File: config.mk
export PLATFORM = sky130hd
export DESIGN_NAME = core_control_hazard_flat
export DESIGN_NICKNAME = d
export VERILOG_FILES = /design/src/rtl/core_control_hazard_if.sv /design/src/rtl/core_control_hazard.sv /design/src/flat_wrapper.sv
export SDC_FILE = /design/constraint.sdc
export NUM_CORES = 1
export LEC_CHECK = 0
export CAP_MARGIN = 20
export CORE_ASPECT_RATIO = 0.8
export CORE_MARGIN = 3
export CORE_UTILIZATION = 45
export DETAILED_ROUTE_END_ITERATION = 6
export PLACE_DENSITY = 0.82
export SLEW_MARGIN = 25
export SYNTH_ARGS = -nofsm -noshare
export SYNTH_HDL_FRONTEND = slang
export SYNTH_SLANG_ARGS = --single-unit
File: constraint.sdc
create_clock -name clk -period 7.3 [get_ports clk]
set_clock_uncertainty 0.2 [all_clocks]
set_input_delay 1.095 -clock clk [delete_from_list [all_inputs] [get_ports clk]]
set_output_delay 1.095 -clock clk [all_outputs]
set_load 0.1 [all_outputs]
File: src/rtl/core_control_hazard_if.sv
// Decode-to-hazard-controller issue bus: instruction register usage in, pipeline control out.
interface core_control_hazard_if #(
    parameter int NUM_REGS = 16,
    parameter int LAT_W    = 2
);
    localparam int IDX_W = $clog2(NUM_REGS);

    logic                halt;
    logic                issue_valid;
    logic [IDX_W-1:0]    rs_a;
    logic [IDX_W-1:0]    rs_b;
    logic                rs_a_used;
    logic                rs_b_used;
    logic [IDX_W-1:0]    rd;
    logic                rd_write;
    logic [LAT_W-1:0]    wr_latency;
    logic                reads_flags;
    logic                writes_flags;
    logic [LAT_W-1:0]    flags_latency;
    logic                stall;
    logic                bubble;
    logic                next_bubble;
    logic                halted;
    logic [NUM_REGS-1:0] pending;

    modport master (
        output halt, issue_valid, rs_a, rs_b, rs_a_used, rs_b_used, rd, rd_write,
               wr_latency, reads_flags, writes_flags, flags_latency,
        input  stall, bubble, next_bubble, halted, pending
    );

    modport slave (
        input  halt, issue_valid, rs_a, rs_b, rs_a_used, rs_b_used, rd, rd_write,
               wr_latency, reads_flags, writes_flags, flags_latency,
        output stall, bubble, next_bubble, halted, pending
    );
endinterface

File: src/rtl/core_control_hazard.sv
// Stall/bubble controller: register and flags write scoreboard plus PC-redirect drain.
// Define CORE_HAZARD_FWD_EN when a bypass network forwards results due within one cycle.
module core_control_hazard #(
    parameter int NUM_REGS   = 16,
    parameter int LAT_W      = 2,
    parameter int PC_REG     = 15,
    parameter int PC_BUBBLES = 2
) (
    input  logic                 clk,
    input  logic                 rst_n,
    core_control_hazard_if.slave bus
);
    localparam int IDX_W   = $clog2(NUM_REGS);
    localparam int DRAIN_W = $clog2(PC_BUBBLES + 1);

    logic [LAT_W-1:0]    cnt_q [NUM_REGS];
    logic [LAT_W-1:0]    cnt_d [NUM_REGS];
    logic [LAT_W-1:0]    flags_cnt_q, flags_cnt_d;
    logic [DRAIN_W-1:0]  drain_q, drain_d;
    logic                bubble_q, bubble_d;

    logic                hazard;
    logic                next_bubble;
    logic                stall;
    logic                accept;
    logic [NUM_REGS-1:0] pending;
    logic                rd_is_pc;

    // A source result is only a hazard while it cannot be obtained from the bypass.
    function automatic logic srcpend(input logic [LAT_W-1:0] c);
`ifdef CORE_HAZARD_FWD_EN
        return c > LAT_W'(1);
`else
        return c != '0;
`endif
    endfunction

    always_comb begin
        pending = '0;
        for (int unsigned i = 0; i < NUM_REGS; i++) begin
            pending[i] = cnt_q[i] != '0;
        end
    end

    assign rd_is_pc = bus.rd == IDX_W'(PC_REG);

    always_comb begin
        hazard = bus.issue_valid && (
                 (bus.rs_a_used && bus.rs_a != IDX_W'(PC_REG) && srcpend(cnt_q[bus.rs_a])) ||
                 (bus.rs_b_used && bus.rs_b != IDX_W'(PC_REG) && srcpend(cnt_q[bus.rs_b])) ||
                 (bus.rd_write && cnt_q[bus.rd] != '0) ||
                 (bus.reads_flags && srcpend(flags_cnt_q)) ||
                 (bus.writes_flags && flags_cnt_q != '0));
        next_bubble = hazard || drain_q != '0;
        stall       = !bus.issue_valid || next_bubble || bus.halt;
        accept      = bus.issue_valid && !stall;
    end

    // Accepted writes load their latency over the free-running decrement.
    always_comb begin
        for (int unsigned i = 0; i < NUM_REGS; i++) begin
            cnt_d[i] = (cnt_q[i] != '0) ? cnt_q[i] - LAT_W'(1) : '0;
            if (accept && bus.rd_write && !rd_is_pc && bus.rd == IDX_W'(i)) begin
                cnt_d[i] = bus.wr_latency;
            end
        end

        flags_cnt_d = (flags_cnt_q != '0) ? flags_cnt_q - LAT_W'(1) : '0;
        if (accept && bus.writes_flags) begin
            flags_cnt_d = bus.flags_latency;
        end

        drain_d = (drain_q != '0) ? drain_q - DRAIN_W'(1) : '0;
        if (accept && bus.rd_write && rd_is_pc) begin
            drain_d = DRAIN_W'(PC_BUBBLES);
        end

        bubble_d = bus.issue_valid && next_bubble;
    end

    always_ff @(posedge clk or negedge rst_n) begin
        if (!rst_n) begin
            for (int unsigned i = 0; i < NUM_REGS; i++) begin
                cnt_q[i] <= '0;
            end
            flags_cnt_q <= '0;
            drain_q     <= '0;
            bubble_q    <= 1'b0;
        end else begin
            for (int unsigned i = 0; i < NUM_REGS; i++) begin
                cnt_q[i] <= cnt_d[i];
            end
            flags_cnt_q <= flags_cnt_d;
            drain_q     <= drain_d;
            bubble_q    <= bubble_d;
        end
    end

    assign bus.stall       = stall;
    assign bus.next_bubble = next_bubble;
    assign bus.bubble      = bubble_q;
    assign bus.pending     = pending;
    assign bus.halted      = bus.halt && bus.issue_valid && !next_bubble &&
                             pending == '0 && flags_cnt_q == '0;
endmodule

File: src/flat_wrapper.sv
// flat-port wrapper written by rule: the top's interface ports become plain ports
module core_control_hazard_flat 
#(
    parameter int NUM_REGS   = 16,
    parameter int LAT_W      = 2,
    parameter int PC_REG     = 15,
    parameter int PC_BUBBLES = 2
)
  (clk, rst_n, bus_halt, bus_issue_valid, bus_rs_a, bus_rs_b, bus_rs_a_used, bus_rs_b_used, bus_rd, bus_rd_write, bus_wr_latency, bus_reads_flags, bus_writes_flags, bus_flags_latency, bus_stall, bus_bubble, bus_next_bubble, bus_halted, bus_pending);
  core_control_hazard_if #(.NUM_REGS(NUM_REGS), .LAT_W(LAT_W)) bus_i ();
  input  logic clk;
  input  logic rst_n;
  input wire logic [$bits(bus_i.halt)-1:0] bus_halt;
  input wire logic [$bits(bus_i.issue_valid)-1:0] bus_issue_valid;
  input wire logic [$bits(bus_i.rs_a)-1:0] bus_rs_a;
  input wire logic [$bits(bus_i.rs_b)-1:0] bus_rs_b;
  input wire logic [$bits(bus_i.rs_a_used)-1:0] bus_rs_a_used;
  input wire logic [$bits(bus_i.rs_b_used)-1:0] bus_rs_b_used;
  input wire logic [$bits(bus_i.rd)-1:0] bus_rd;
  input wire logic [$bits(bus_i.rd_write)-1:0] bus_rd_write;
  input wire logic [$bits(bus_i.wr_latency)-1:0] bus_wr_latency;
  input wire logic [$bits(bus_i.reads_flags)-1:0] bus_reads_flags;
  input wire logic [$bits(bus_i.writes_flags)-1:0] bus_writes_flags;
  input wire logic [$bits(bus_i.flags_latency)-1:0] bus_flags_latency;
  output wire logic [$bits(bus_i.stall)-1:0] bus_stall;
  output wire logic [$bits(bus_i.bubble)-1:0] bus_bubble;
  output wire logic [$bits(bus_i.next_bubble)-1:0] bus_next_bubble;
  output wire logic [$bits(bus_i.halted)-1:0] bus_halted;
  output wire logic [$bits(bus_i.pending)-1:0] bus_pending;
  assign bus_i.halt = bus_halt;
  assign bus_i.issue_valid = bus_issue_valid;
  assign bus_i.rs_a = bus_rs_a;
  assign bus_i.rs_b = bus_rs_b;
  assign bus_i.rs_a_used = bus_rs_a_used;
  assign bus_i.rs_b_used = bus_rs_b_used;
  assign bus_i.rd = bus_rd;
  assign bus_i.rd_write = bus_rd_write;
  assign bus_i.wr_latency = bus_wr_latency;
  assign bus_i.reads_flags = bus_reads_flags;
  assign bus_i.writes_flags = bus_writes_flags;
  assign bus_i.flags_latency = bus_flags_latency;
  assign bus_stall = bus_i.stall;
  assign bus_bubble = bus_i.bubble;
  assign bus_next_bubble = bus_i.next_bubble;
  assign bus_halted = bus_i.halted;
  assign bus_pending = bus_i.pending;
  core_control_hazard #(.NUM_REGS(NUM_REGS), .LAT_W(LAT_W), .PC_REG(PC_REG), .PC_BUBBLES(PC_BUBBLES)) u_core (.clk(clk), .rst_n(rst_n), .bus(bus_i));
endmodule
==> impl_metrics.yaml <==
outcome:
  status: "finished clean"
sta:
  finalHoldViolCount: 0
  fin_crit_ns: 6.08
  period_share: 0.833
  clock.fmax_mhz: 164
  setup_violations: 0
  final_max_slew_viol_count: 0
  worstMarginPinSlew_ns: 0.978
  holdWs_ns: 0.245
  rsz0062_at_grt: "no"
  relSlewSlack: 0.346
  tns_ns: 0
global_route:
  grt.overflow.total: 0
  grt_pass1_wl_um: 9440
  grt_start_max_net_pins: 38
  grt_use_total: 0.201
  antenna_found_initial: 0
  grt_pass1_vias: 1846
clocking:
  cts.repair.resized: 0
  clock_latency_ns: 0.29
  numCtsBuffers: 5
  cts-htree-levels: 2
  cts_tree: "done"
  cts.sinks: 37
  cts_buffer_depth: 2
  path_clk_slew_ns: 0.07
  clock-root-buffer: "clkbuf_8"
  post_cts_buffers: 0
  postCtsHoldBufs: 0
die:
  start_util: 0.485
  ios: 45
  die_x_um: 86.1
  dieArea_um2: 6040
  die_height_um: 70.1
  rows: 22
  core_area_um2: 4760
yosys:
  syn_area_um2: 2310
  synth_nets: 260
  synth_edf_count: 0
  synth_area_per_cell_um2: 9.83
  synth_flop_cell: "dfrtp_1"
  seq_area_frac_synth: 0.401
  async_flop_share: 1.00
  synth_cell_types: 44
  ys_ff_latch: 37
  ys_warn_count: 0
  syn-instance-count: 235
setup_path:
  slowest_delay_ns: 1.01
  endpoint_kind: "output port"
  worst-path-buf-inv: 2
  path_cells: "clkdlybuf4s50_1 -> mux4_2 -> mux4_2 -> and2_1 -> or4b_2 -> clkdlybuf4s50_1"
  crit_arrival_ns: 4.79
  slowest_stage: "clkdlybuf4s50_1"
  critPathKind: "in -> out"
  crit_required_ns: 6.00
  start_kind: "primary input"
  path_max_fanout: 12
  crit_family: "buffers and inverters"
routing:
  drt-met1-wl_um: 2640
  wl_met3_um: 566
  routed_wirelength_um: 5820
  drtIter0Drc: 136
  met2RoutedLength_um: 2530
  avgRoutedWirePerCell_um: 17.3
  routed_via_density: 5.87
  dr.max_layer_used: "met4"
  drt_first_pass_iters: 4
  drc: 0
  vias: 1972
  ant_nets: 0
final_layout:
  final_area_um2: 2840
  multi_input_area_um2: 1250
  seq_area_um2: 926
  n_antenna_cell: 0
  fin_nets: 300
  syn_to_final_growth_pct: 23.0
  fillers: 412
  drive_gt1_frac: 0.188
placed_design:
  place.gp.congestion: 0.855
  place_area_um2: 2760
  dp_hpwl_um: 4330
  portBuffers: 44
power:
  power_leakage_nw: 1.20
  peakVddDrop_uv: 109
  p_per_area_nw_per_um2: 150
hold_path:
  hp-class: "reg -> reg"
job:
  max-cap-violations: 0
[placed cells by master (no fill, tap or decap), types with 4 or more instances in the layout]
| master | count |
|---|---|
| nand2b_1 | 6 |
| o22ai_2 | 15 |
| o21ai_2 | 14 |
| mux4_2 | 10 |
| nor2_1 | 11 |
| dfrtp_1 | 37 |
| inv_1 | 18 |
| nand2_1 | 51 |
| clkdlybuf4s50_1 | 43 |
| or2_1 | 12 |
| nor4_1 | 4 |
| nor3b_1 | 4 |
| clkbuf_8 | 5 |
[metrics by stage]
stage	instances	power [mW]	setup slack [ns]	util
after floorplan	235	0.262	1.41	-
after global placement	328	0.290	1.27	0.579
after detailed placement	328	0.291	1.24	0.579
after CTS	336	0.431	1.23	0.597
after global routing	336	0.447	1.13	0.597
final	336	0.427	1.22	0.597
[final cells by class]
cell class | instances | area share
tap | 60 | 0.0264
timing repair buffer | 45 | 0.156
multi-input combinational | 168 | 0.439
sequential | 37 | 0.326
clock buffer | 6 | 0.0255
clock inverter | 2 | 0.00352
inverter | 18 | 0.0238
[cell usage after synthesis, types with 3 or more instances]
cell type	count	area, µm²
o22ai_2	15	188
nand2b_1	6	37.5
nor3_1	3	15.0
buf_6	3	33.8
or2_1	12	75.1
nand2_1	51	191
nor3b_1	4	30.0
dfrtp_1	37	926
inv_1	18	67.6
o21ai_2	14	123
mux4_2	10	225
buf_1	3	11.3
nor4_1	4	25.0
and3b_1	3	26.3
nor2_1	11	41.3
clkbuf_1	4	15.0
[power breakdown]
part	switching (mW)	internal (mW)
Sequential	0.00138	0.207
Combinational	0.0507	0.0289
Clock	0.0735	0.0662
[cells by family after synthesis]
| family | after synthesis | share of synthesized area |
|---|---|---|
| compound gates | 44 | 0.186 |
| buf+inv | 30 | 0.0596 |
| flops | 37 | 0.401 |
| mux | 12 | 0.106 |
| simple gates | 112 | 0.248 |
[sequential cells by signal (all words and copies together), names as in the netlist]
signal	cells
u_core.cnt_q	32
u_core.drain_q	2
u_core.flags_cnt_q	2
u_core.bus.bubble	1
[metal layers]
| metal | vias up | track usage |
|---|---|---|
| met5 | - | 0 |
| met4 | 0 | 0.0598 |
| met3 | 10 | 0.0460 |
| met2 | 97 | 0.294 |
| met1 | 955 | 0.294 |
| li1 | 910 | - |
[path summary, 6_finish.rpt]
| path | start | end | slack (ns) | cells after the start |
|---|---|---|---|---|
| max | bus_rd[0] | bus_stall | 1.22 | 6 |
| min | u_core.cnt_q[0] | u_core.cnt_q[0] | 0.25 | 1 |
| max reg2reg | u_core.cnt_q[2] | u_core.cnt_q[25] | 3.66 | 8 |
| min reg2reg | u_core.cnt_q[0] | u_core.cnt_q[0] | 0.25 | 1 |
| max in group asynchronous | rst_n | u_core.cnt_q[2] | 5.70 | 1 |
| min in group asynchronous | rst_n | u_core.cnt_q[13] | 0.69 | 1 |
Power figures use the tool's default switching activity.
==> edit, RTL diff (same settings) <==
`PC_BUBBLES` is set to 2 in 2 places; all go to 8.
--- a/src/rtl/core_control_hazard.sv
+++ b/src/rtl/core_control_hazard.sv
@@ -4,7 +4,7 @@
     parameter int NUM_REGS   = 16,
     parameter int LAT_W      = 2,
     parameter int PC_REG     = 15,
-    parameter int PC_BUBBLES = 2
+    parameter int PC_BUBBLES = 8
 ) (
     input  logic                 clk,
     input  logic                 rst_n,
--- a/src/flat_wrapper.sv
+++ b/src/flat_wrapper.sv
@@ -4,7 +4,7 @@
     parameter int NUM_REGS   = 16,
     parameter int LAT_W      = 2,
     parameter int PC_REG     = 15,
-    parameter int PC_BUBBLES = 2
+    parameter int PC_BUBBLES = 8
 )
   (clk, rst_n, bus_halt, bus_issue_valid, bus_rs_a, bus_rs_b, bus_rs_a_used, bus_rs_b_used, bus_rd, bus_rd_write, bus_wr_latency, bus_reads_flags, bus_writes_flags, bus_flags_latency, bus_stall, bus_bubble, bus_next_bubble, bus_halted, bus_pending);
   core_control_hazard_if #(.NUM_REGS(NUM_REGS), .LAT_W(LAT_W)) bus_i ();
Formal check against the unedited RTL: not equivalent (Yosys sat finds a counterexample within 4 cycles, from zero or initial values and one cycle with rst_n low).
==> edit against the original RTL <==
Sequential share of layout area increased by 1.7 points; sequential power up 13%; routed wire length up 3.0%; synthesized area is 1.2% lower; total power grew 33%; worst setup slack improved by 0.12 ns; die area fell by 1.1%; utilization up 0.51 points; final area up 0.26%; sequential cell count grew 2; register-to-register slack better by 0.67 ns; non-clock buffer count fell by 1; combinational power up 86%; largest power group unchanged.
==> edit: results (changes against the original RTL) <==
[outcome]
status=finished clean  ; unchanged

[setup_path]
reg2reg_depth=6  ; was 8
reg2reg_to=u_core.cnt_q[6]  ; was u_core.cnt_q[25]
critPathMaxFanout=34  ; was 12
rr_startpoint=u_core.cnt_q[24]  ; was u_core.cnt_q[2]
cp_data_arrival_time_ns=4.66  ; was 4.79 ns
ff2ff_setup_slack_ns=4.33  ; was 3.66 ns

[sta]
fin_crit_sh=0.8160  ; was 0.8330
maxSlewHeadroom=0.3402  ; was 0.3461

[layout]
fillers=413  ; was 412
reg.largest.list=u_core.cnt_q: 32 flops, u_core.drain_q: 4 flops, u_core.flags_cnt_q: 2 flops  ; was u_core.cnt_q: 32 flops, u_core.drain_q: 2 flops, u_core.flags_cnt_q: 2 flops
nets=305  ; was 300
drive_gt1_frac=0.08214  ; was 0.1884

[route]
wl_met2_mm=2.578  ; was 2.533 mm
viasPerCell=5.979  ; was 5.869
wirelength_mm=5.996  ; was 5.822 mm
detail_route.iter0.violations=257  ; was 136
wl_per_cell_um=17.64  ; was 17.33 um
dr.pass1.iters=5  ; was 4
wl_met3_um=641  ; was 566 um
wl_met1_mm=2.724  ; was 2.642 mm

[clock_tree]
clk_pin_slew_ns=0.08

[synth]
ys_types=42  ; was 44
synth_fp_nets=262  ; was 260
synth_ff_type=dfrtp_1  ; unchanged
seq_area_frac_synth=0.4276  ; was 0.4006
yosys-top-cells-area=dfrtp_1 43%, mux4_2 7.9%, o31ai_1 5.9%  ; was dfrtp_1 40%, mux4_2 9.7%, nand2_1 8.3%
netlist_instances=236  ; was 235
synth_common_cells=39 x dfrtp_1, 29 x inv_1, 26 x nand2_1  ; was 51 x nand2_1, 37 x dfrtp_1, 18 x inv_1

[global_route]
grt_pass1_wl_mm=9.687  ; was 9.439 mm
grtUsageTotal=0.2044  ; was 0.2009
grt_max_degree=40  ; was 38
grt_pass1_vias=1956  ; was 1846

[hold_path]
worstHoldEndpoint=u_core.drain_q[0]  ; was u_core.cnt_q[0]
hp-class=flop to flop  ; unchanged
hp-start=u_core.drain_q[0]  ; was u_core.cnt_q[0]

[place]
dpl.cell_count=332  ; was 328
post-dp-hpwl_mm=4.541  ; was 4.329 mm
place_congestion=0.9096  ; was 0.8553
postPlaceCellArea_um2=2733  ; was 2759 um^2
dp_slack_ns=1.349  ; was 1.240 ns

[power]
power_leakage_uw=0.001219  ; was 0.001199 uW
ir_worst_vdd_v=0.0001761  ; was 0.0001091 V

==> edit: cell count changes in the layout (fill, tap and decap cells not counted), sizes merged, moves of 7 or more <==
cell   delta
o32ai    +10
nand2    -25
inv      +12
o22ai    -14
or2       -9
o21ai    -10
o31ai    +16
nor3      +7
==> edit: cells by family after synthesis <==
family / count (synthesis) / synth area share
compound gates: 53 / 0.1787
simple gates: 96 / 0.2259
mux: 10 / 0.08827
flops: 39 / 0.4276
buf+inv: 37 / 0.07401
fa+ha+maj: 1 / 0.005482
==> edit: cell type report <==
type | count | area, um^2 | area share
Clock inverter | 3 | 47.55 | 0.01669
Tap cell | 60 | 75.07 | 0.02635
Clock buffer | 5 | 68.82 | 0.02415
Sequential cell | 39 | 975.9 | 0.3426
Timing Repair Buffer | 44 | 435.4 | 0.1528
Multi-Input combinational cell | 160 | 1137 | 0.3992
Inverter | 29 | 108.9 | 0.03821
==> edit: where the power goes <==
| part | internal (uW) | total, uW | switching (uW) |
|---|---|---|---|
| Sequential | 229 | 236 | 7.30 |
| Combinational | 50.6 | 148 | 97.1 |
| Clock | 104 | 183 | 79.8 |
| Total | 383 | 567 | 184 |
==> edit: metal layers <==
layer	track usage	up-vias
met4	0.03163	0
li1	-	943
met2	0.2948	121
met3	0.06295	14
met1	0.3068	955
met5	0	-
==> edit: stage by stage <==
stage / hold WS [ns] / util
after floorplan: 0.2032 / -
after global placement: 0.2122 / 0.5772
after detailed placement: 0.2341 / 0.5772
after CTS: 0.2499 / 0.6017
after global routing: 0.2745 / 0.6017
final: 0.2404 / 0.6017
==> edit: critical path, stage by stage <==
cell,delay (ns)
clkdlybuf4s50_1,0.80
mux4_2,0.56
mux2_2,0.28
a211o_1,0.34
nand4_4,0.36
clkdlybuf4s50_1,1.22
